$ cat config.mk
export PLATFORM = sky130hd
export DESIGN_NAME = cus19_decode_stage
export DESIGN_NICKNAME = d
export VERILOG_FILES = /design/src/rtl/cus19_decode_stage.sv
export SDC_FILE = /design/constraint.sdc
export NUM_CORES = 1
export LEC_CHECK = 0
export ABC_AREA = 1
export CORE_ASPECT_RATIO = 0.75
export CORE_MARGIN = 2
export CORE_UTILIZATION = 40
export CTS_BUF_LIST = sky130_fd_sc_hd__clkbuf_16
export DETAILED_ROUTE_END_ITERATION = 6
export GPL_TIMING_DRIVEN = 0
export MAX_ROUTING_LAYER = met4
export SKIP_LAST_GASP = 1
export SLEW_MARGIN = 20
export SYNTH_ARGS = -nofsm -noshare
export SYNTH_HDL_FRONTEND = slang
export SYNTH_SLANG_ARGS = --single-unit
$ cat constraint.sdc
create_clock -name clk -period 3.6 [get_ports clk]
set_clock_uncertainty 0.15 [all_clocks]
set_input_delay 0.36 -clock clk [delete_from_list [all_inputs] [get_ports clk]]
set_output_delay 0.36 -clock clk [all_outputs]
set_load 0.005 [all_outputs]
$ cat src/rtl/cus19_decode_stage.sv
// ============================================================================
// Module   : cus19_decode_stage
// Brief    : Instruction decode stage for the 19-bit core.
//            Fetch words are queued in a DEPTH-entry FIFO, decoded into their
//            fields and presented in a valid/ready output register.
//            Optional macro CUS19_ILLEGAL_TRAP_EN enables illegal_out.
// Revision : 1.0 - initial release
// ============================================================================
`default_nettype none

module cus19_decode_stage #(
    parameter int DEPTH = 4,
    parameter int IMM_W = 11
) (
    input  logic                       clk,
    input  logic                       rst,
    input  logic                       flush_in,
    input  logic [18:0]                instr_in,
    input  logic                       in_valid,
    output logic                       in_ready,
    output logic                       out_valid,
    input  logic                       out_ready,
    output logic [2:0]                 opcode_out,
    output logic [3:0]                 funct_out,
    output logic [3:0]                 rs1_out,
    output logic [3:0]                 rs2_out,
    output logic [3:0]                 rd_out,
    output logic [3:0]                 wb_addr_out,
    output logic                       wb_en_out,
    output logic [IMM_W-1:0]           imm_addr_out,
    output logic                       illegal_out,
    output logic [$clog2(DEPTH):0]     fifo_count_out
);

    localparam int c_PTR_W = $clog2(DEPTH);
    localparam int c_CNT_W = c_PTR_W + 1;

    generate
        if (IMM_W < 11) begin : g_bad_imm_w
            $error("cus19_decode_stage: IMM_W must be at least 11");
        end
        if (DEPTH < 2 || (DEPTH & (DEPTH - 1)) != 0) begin : g_bad_depth
            $error("cus19_decode_stage: DEPTH must be a power of two >= 2");
        end
    endgenerate

    logic [18:0]        r_mem [DEPTH];
    logic [c_PTR_W-1:0] r_wr_ptr;
    logic [c_PTR_W-1:0] r_rd_ptr;
    logic [c_CNT_W-1:0] r_count;
    logic               r_out_valid;

    logic               w_push;
    logic               w_pop;
    logic [18:0]        w_instr;

    logic [2:0]         w_opcode;
    logic [3:0]         w_funct;
    logic [3:0]         w_rs1;
    logic [3:0]         w_rs2;
    logic [3:0]         w_rd;
    logic [3:0]         w_wb_addr;
    logic               w_wb_en;
    logic [IMM_W-1:0]   w_imm;
`ifdef CUS19_ILLEGAL_TRAP_EN
    logic               w_illegal;
    logic               r_illegal;
`endif

    // Readiness depends only on registered occupancy, so a pop cannot refill a full FIFO in the same cycle.
    assign in_ready       = (r_count != c_CNT_W'(DEPTH));
    assign out_valid      = r_out_valid;
    assign fifo_count_out = r_count;
    assign w_push         = in_valid && in_ready && !flush_in;
    assign w_pop          = (r_count != '0) && (!r_out_valid || out_ready) && !flush_in;
    assign w_instr        = r_mem[r_rd_ptr];

    always_ff @(posedge clk) begin
        if (w_push) begin
            r_mem[r_wr_ptr] <= instr_in;
        end
    end

    always_ff @(posedge clk or posedge rst) begin
        if (rst) begin
            r_wr_ptr <= '0;
            r_rd_ptr <= '0;
            r_count  <= '0;
        end else if (flush_in) begin
            r_wr_ptr <= '0;
            r_rd_ptr <= '0;
            r_count  <= '0;
        end else begin
            if (w_push) r_wr_ptr <= r_wr_ptr + 1'b1;
            if (w_pop)  r_rd_ptr <= r_rd_ptr + 1'b1;
            if (w_push && !w_pop)      r_count <= r_count + 1'b1;
            else if (w_pop && !w_push) r_count <= r_count - 1'b1;
        end
    end

    always_comb begin
        w_opcode  = '0;
        w_funct   = '0;
        w_rs1     = '0;
        w_rs2     = '0;
        w_rd      = '0;
        w_wb_addr = '0;
        w_wb_en   = 1'b0;
        w_imm     = '0;
`ifdef CUS19_ILLEGAL_TRAP_EN
        w_illegal = 1'b0;
`endif
        case (w_instr[2:0])
            3'b000: begin
                w_opcode  = w_instr[2:0];
                w_funct   = w_instr[6:3];
                w_rs2     = w_instr[10:7];
                w_rs1     = w_instr[14:11];
                w_rd      = w_instr[18:15];
                w_wb_addr = w_instr[18:15];
                w_wb_en   = 1'b1;
            end
            3'b001: begin
                w_opcode     = w_instr[2:0];
                w_funct      = {3'b000, w_instr[3]};
                w_rs1        = w_instr[7:4];
                w_wb_addr    = w_instr[7:4];
                w_wb_en      = ~w_instr[3];
                w_imm[10:0]  = w_instr[18:8];
            end
            3'b010: begin
                w_opcode     = w_instr[2:0];
                w_funct      = {2'b00, w_instr[4:3]};
                w_imm[10:0]  = w_instr[15:5];
            end
            3'b011: begin
                w_opcode     = w_instr[2:0];
                w_funct      = {3'b000, w_instr[3]};
                w_rs2        = w_instr[7:4];
                w_rs1        = w_instr[11:8];
                w_imm        = {IMM_W{w_instr[18]}};
                w_imm[6:0]   = w_instr[18:12];
            end
            3'b100: begin
                w_opcode  = w_instr[2:0];
                w_funct   = {3'b000, w_instr[3]};
                w_rs2     = w_instr[7:4];
                w_rs1     = w_instr[11:8];
            end
            default: begin
`ifdef CUS19_ILLEGAL_TRAP_EN
                w_illegal = 1'b1;
`endif
            end
        endcase
    end

    // Fields only change on a load; a drain with the FIFO empty just drops out_valid.
    always_ff @(posedge clk or posedge rst) begin
        if (rst) begin
            r_out_valid  <= 1'b0;
            opcode_out   <= '0;
            funct_out    <= '0;
            rs1_out      <= '0;
            rs2_out      <= '0;
            rd_out       <= '0;
            wb_addr_out  <= '0;
            wb_en_out    <= 1'b0;
            imm_addr_out <= '0;
        end else if (flush_in) begin
            r_out_valid  <= 1'b0;
        end else if (w_pop) begin
            r_out_valid  <= 1'b1;
            opcode_out   <= w_opcode;
            funct_out    <= w_funct;
            rs1_out      <= w_rs1;
            rs2_out      <= w_rs2;
            rd_out       <= w_rd;
            wb_addr_out  <= w_wb_addr;
            wb_en_out    <= w_wb_en;
            imm_addr_out <= w_imm;
        end else if (out_ready) begin
            r_out_valid  <= 1'b0;
        end
    end

`ifdef CUS19_ILLEGAL_TRAP_EN
    always_ff @(posedge clk or posedge rst) begin
        if (rst) begin
            r_illegal <= 1'b0;
        end else if (!flush_in && w_pop) begin
            r_illegal <= w_illegal;
        end
    end
    assign illegal_out = r_illegal;
`else
    assign illegal_out = 1'b0;
`endif

endmodule

`default_nettype wire
[Yosys cells after proc, flatten, opt, wreduce, memory -nomap -nowiden]
Memory sizes are Yosys's and may differ from the RTL's.
Index checks and enable logic that the tools add are counted.
Cells by class
  eq/ne operators: 5
  reductions and logical operators: 21
  multiplexer cells: 20
  bitwise operators: 2
  add/subtract/negate cells: 4
Operators by type and width (number)
  case mux 11 bit (3 select lines): 1
  case mux 4 bit (3 select lines): 2
  case mux 4 bit (2 select lines): 2
  2-to-1 mux 3 bit: 4
  nonzero test 3 bit: 3
  2-to-1 mux 2 bit: 4
  == test 3 x 2 -> 1 bit, second input constant: 2
  logical AND 1 bit: 6
  2-to-1 mux 1 bit: 5
  OR reduction 5 bit: 1
  adder 2 x 1 -> 2 bit, second input constant: 2
  zero test 1 bit: 4
  2-to-1 mux 4 bit: 1
  nonzero test 2 bit: 2
  adder 3 x 1 -> 3 bit, second input constant: 1
  == test 3 x 1 -> 1 bit, second input constant: 1
  == test 3 bit, second input constant: 1
  zero test 3 bit: 1
  != test 3 bit, second input constant: 1
  OR reduction 3 bit: 1
  subtractor 3 x 1 -> 3 bit, second input constant: 1
  inverter 1 bit: 2
  case mux 1 bit (2 select lines): 1
  AND reduction 2 bit: 1
  other kinds (2): 2
Storage, ports and cells
  output and inout bits: 41
  register bits after elaboration: 43
  word-level logic and storage cells: 65
  memories kept: 1
  input port bits: 24
  bits in writable memories: 76
Memories
  r_mem: words 4, width 19, rd ports 1, clocked after memory_dff 0, write ports 1, line 47  | logic [18:0] r_mem [DEPTH];

[Longest topological paths before layout]
  word-level depth: 8
  depth in mapped cells: 13
  depth with buffers taken out: 11

[Worst setup path after synthesis]
Ideal clock, no wire load.
  kind: register to register
  start point: reg r_count[0] (netlist: fifo_count_out[0])
  end point: mem r_mem[0][0] (enable)
  setup time: 0.395 ns
  required time: 3.055 ns
  stages on the path, launching flop included: 5
  setup slack: 1.449 ns
  arrival time: 1.607 ns
  buffers on the path: 0
  period minus slack after synthesis: 2.151 ns
  path through: dfrtp_1 inv_1 nand3_1 nand3_1 nor2_1
On the way
  longest elaborated chain between the ends: 5
Ends and longest elaborated chain
  from (decl): line 50  | logic [c_CNT_W-1:0] r_count;
  from (signal assigned): line 96  | if (w_push && !w_pop) r_count <= r_count + 1'b1;
  from (signal assigned): line 97  | else if (w_pop && !w_push) r_count <= r_count - 1'b1;
  != test 3 bit: line 71  | assign in_ready = (r_count != c_CNT_W'(DEPTH));
  via in_ready: line 20  | output logic in_ready,
  logical AND 1 bit (2 in a row): line 74  | assign w_push = in_valid && in_ready && !flush_in;
  2-to-1 mux 1 bit: line 79  | if (w_push) begin
  2-to-1 mux 1 bit (not written as such): line 80  | r_mem[r_wr_ptr] <= instr_in;
  to (decl): line 47
The timed path passes the listed nets, and every way through them passes these cells.

[Final worst setup path]
  start point: reg r_rd_ptr[1]
  end point: reg imm_addr_out[9]
On the way
  longest elaborated chain between the ends: 3
  elaborated cells on any way between the ends: 5
  those cells by class: 3 x eq/ne; 1 x mux; 1 x memory
Ends and longest elaborated chain
  from (decl): line 49  | logic [c_PTR_W-1:0] r_rd_ptr;
  from (signal assigned): line 95  | if (w_pop) r_rd_ptr <= r_rd_ptr + 1'b1;
  memory read (4 x 19 bit) *
  == test 3 x 2 -> 1 bit or == test 3 x 1 -> 1 bit (tied branches): line 113  | case (w_instr[2:0])
  case mux 11 bit (3 select lines) *: line 113
  to (signal assigned): line 181  | imm_addr_out <= w_imm;
  to (decl): line 30  | output logic [IMM_W-1:0] imm_addr_out,
Every way passes the cells marked *; elsewhere a longest branch is shown, timed or not.
A chain may end at the register's enable or synchronous reset.

==> results.yml <==
outcome:
  run_status: "finished, final reports clean"
power_and_ir_drop:
  powerDensity_nw_per_um2: 864
  switching_share: 0.364
  total_power_mw: 5.75
  p_leak_nw: 2.72
  ir_drop_mv: 0.477
  combPwrFrac: 0.388
  p_int_mw: 3.66
  seq_power_share: 0.327
  p_clk_frac: 0.286
  p_switching_mw: 2.09
final_layout:
  post-route-util: 0.535
  drive_above_1_share: 0.151
  fillers: 1121
  antenna_cells: 0
  design_area_um2: 6650
  areaGrowthSynthToFinish_pct: 29.3
  nNetsFinal: 597
sta:
  period_needed_ns: 2.23
  finalSetupViolCount: 0
  rsz0062_at_grt: "no"
  maxSlewViolCount: 0
  fmax_mhz: 449
  fin_setup_tns_ns: 0
  whs_ns: 0.139
  post-route-period-util: 0.619
  maxSlewHeadroom: 0.564
  worstMarginPinSlew_ns: 0.654
  finalHoldViolations: 0
synth:
  yosysMostFrequentCell: "nand2_1"
  avgSynthCellArea_um2: 10.7
  synthFlopType: "edfxtp_1"
  synth_common_cells: "150 x nand2_1, 76 x edfxtp_1, 43 x dfrtp_1"
  netlist_instances: 482
  ys_seq_area_frac: 0.653
  yosysWarnings: 0
  synth_nets: 511
  async_reset_ff_frac: 0.361
  synth.top_cell.area_share: 0.444
  ys_seq_elements: 119
  synth_cell_types: 36
  syn_area_um2: 5140
  synth.area.top_cells: "edfxtp_1 44%, dfrtp_1 21%, nand2_1 11%"
  yosysTopAreaCell: "edfxtp_1"
  synth_edf_count: 76
drt:
  drc: 0
  vias: 3707
  firstDrtPassIters: 7
  routedWlPerCell_um: 16.1
  wl_um: 12100
  drt_iter0_drc: 330
  via_per_inst: 4.96
  antenna_left: 0
placement:
  port_buffers: 63
  dp_hpwl_um: 8550
  gp_congestion: 0.845
  placedInstanceArea_um2: 6070
run:
  drv_cap: 0
floorplan:
  dieArea_um2: 13800
  core-area_um2: 12400
  pin_count: 65
  die_h_um: 102
  initial_core_util: 0.414
  row_count: 35
  dieWidth_um: 135
global_route:
  grt_pass1_wl_um: 19700
  grt_max_degree: 25
  grt_usage: 0.198
  grt_pass1_vias: 3806
  grt_antenna_before_repair: 0
  grt_overflow_total: 0
worst_setup_path:
  cpMaxStageDelayCell: "o22ai_1"
  crit_chain: "inv_2 > buf_2 > buf_2 > o21ai_0 > o22ai_1 > nand2_1 > nand3_1 > nand2_1 > nand2_1"
  critPathTopFamily: "buffers and inverters"
  path_common_cell: "nand2_1"
  start_kind: "flop"
  arrival_ns: 2.43
  required_ns: 3.80
  crit_path_max_fanout: 10
  timing_worst_setup_path_type: "flop to flop"
  max_stage_delay_ns: 0.47
  worst-path-buf-inv: 3
  cp-end-kind: "flop"
clocking:
  cts_buffers: 17
  cts_tree: "done"
  root_buffer: "clkbuf_16"
  ctsResizeCount: 0
  cts.clk_slew.worst_paths_ns: 0.06
  cts_sinks: 119
  hold_buffers: 0
  postCtsSetupBuffers: 0
  clk_latency_ns: 0.42
  htree_levels: 4
  clockBufferDepth: 2
worst_hold_path:
  worst_hold_path_type: "input pin to asynchronous set/reset pin"
-- kinds of logic after synthesis --
| logic type | count (synthesis) | share of synthesized area |
|---|---|---|
| DFF | 119 | 0.653 |
| adders and majority gates | 5 | 0.0136 |
| buffers and inverters | 42 | 0.0399 |
| other | 1 | 0.000729 |
| and+or+nand+nor | 238 | 0.205 |
| AOI/OAI and AO/OA | 75 | 0.0844 |
| xor gates and xnor gates | 2 | 0.00341 |
-- power by group through the flow --
| stage | registers (mW) | logic, mW | clock network [mW] |
|---|---|---|---|
| after global placement | 1.90 | 2.20 | 0 |
| after CTS | 1.88 | 2.24 | 1.67 |
| after global routing | 1.91 | 2.51 | 1.73 |
| after detailed placement | 1.91 | 2.22 | 0 |
| after floorplan | 1.89 | 1.32 | 0 |
| final | 1.88 | 2.23 | 1.64 |
-- registers in the layout, indices dropped and copies added (netlist names) --
name            flops
fifo_count_out      3
funct_out           4
imm_addr_out       11
opcode_out          3
out_valid           1
r_mem              76
r_rd_ptr            2
r_wr_ptr            2
rd_out              4
rs1_out             4
rs2_out             4
wb_addr_out         4
wb_en_out           1
-- routing by layer --
metal  global-route usage  vias to the layer above  wire (µm)
li1                     -                     1806          -
met1                0.264                     1773       5910
met2                0.302                      109       5390
met3               0.0387                       19        519
met4               0.0777                        0        234
met5                    -                        -          0
-- cell type report --
| type | instances | area, µm² | area share |
|---|---|---|---|
| multi-input cells | 321 | 1600 | 0.240 |
| repair buffers | 67 | 703 | 0.106 |
| well taps | 166 | 208 | 0.0312 |
| clock buffers | 17 | 425 | 0.0640 |
| flip-flops and latches | 119 | 3360 | 0.505 |
| plain buffers | 21 | 126 | 0.0190 |
| clock inverters | 15 | 154 | 0.0231 |
| inverters | 21 | 78.8 | 0.0119 |
-- per-stage QoR --
step	std cells	setup WS [ns]
final	747	1.37
after global routing	747	1.17
after CTS	747	1.39
after detailed placement	715	1.02
after global placement	711	0.302
after floorplan	482	1.45
-- cell usage in the layout (no fill, tap or decap), types with 2 or more instances in the layout --
cell and instances:
buf_8 3, nand2_2 10, o21ai_1 4, dfrtp_1 43, ha_1 4, nand3_2 3, buf_2 14, clkbuf_16 17
or2_2 2, buf_6 3, or2_0 2, nand2_4 4, inv_2 4, a21boi_1 4, nand3_1 28, bufinv_16 2
clkinv_2 3, clkbuf_1 2, o22ai_1 14, inv_1 17, o211ai_1 4, nor2_1 28, a21oi_1 11, o21ai_0 32
nor2_4 3, nor2_2 5, a22o_1 2, clkinvlp_4 3, nand2_1 150, clkinv_4 4, edfxtp_1 76, clkdlybuf4s50_1 63
buf_4 2, xnor2_1 2, inv_6 2
-- path summary, 6_finish.rpt --
check | startpoint | endpoint | slack (ns) | cells past startpoint
max | r_rd_ptr[1] | imm_addr_out[9] | 1.37 | 9
min | rst | imm_addr_out[4] | 0.14 | 2
max reg2reg | r_rd_ptr[1] | imm_addr_out[9] | 1.37 | 9
min reg2reg | imm_addr_out[8] | imm_addr_out[8] | 0.33 | 2
max in group asynchronous | rst | rs1_out[3] | 2.68 | 3
min in group clk | imm_addr_out[8] | imm_addr_out[8] | 0.33 | 2
Power figures use the tool's default switching activity.
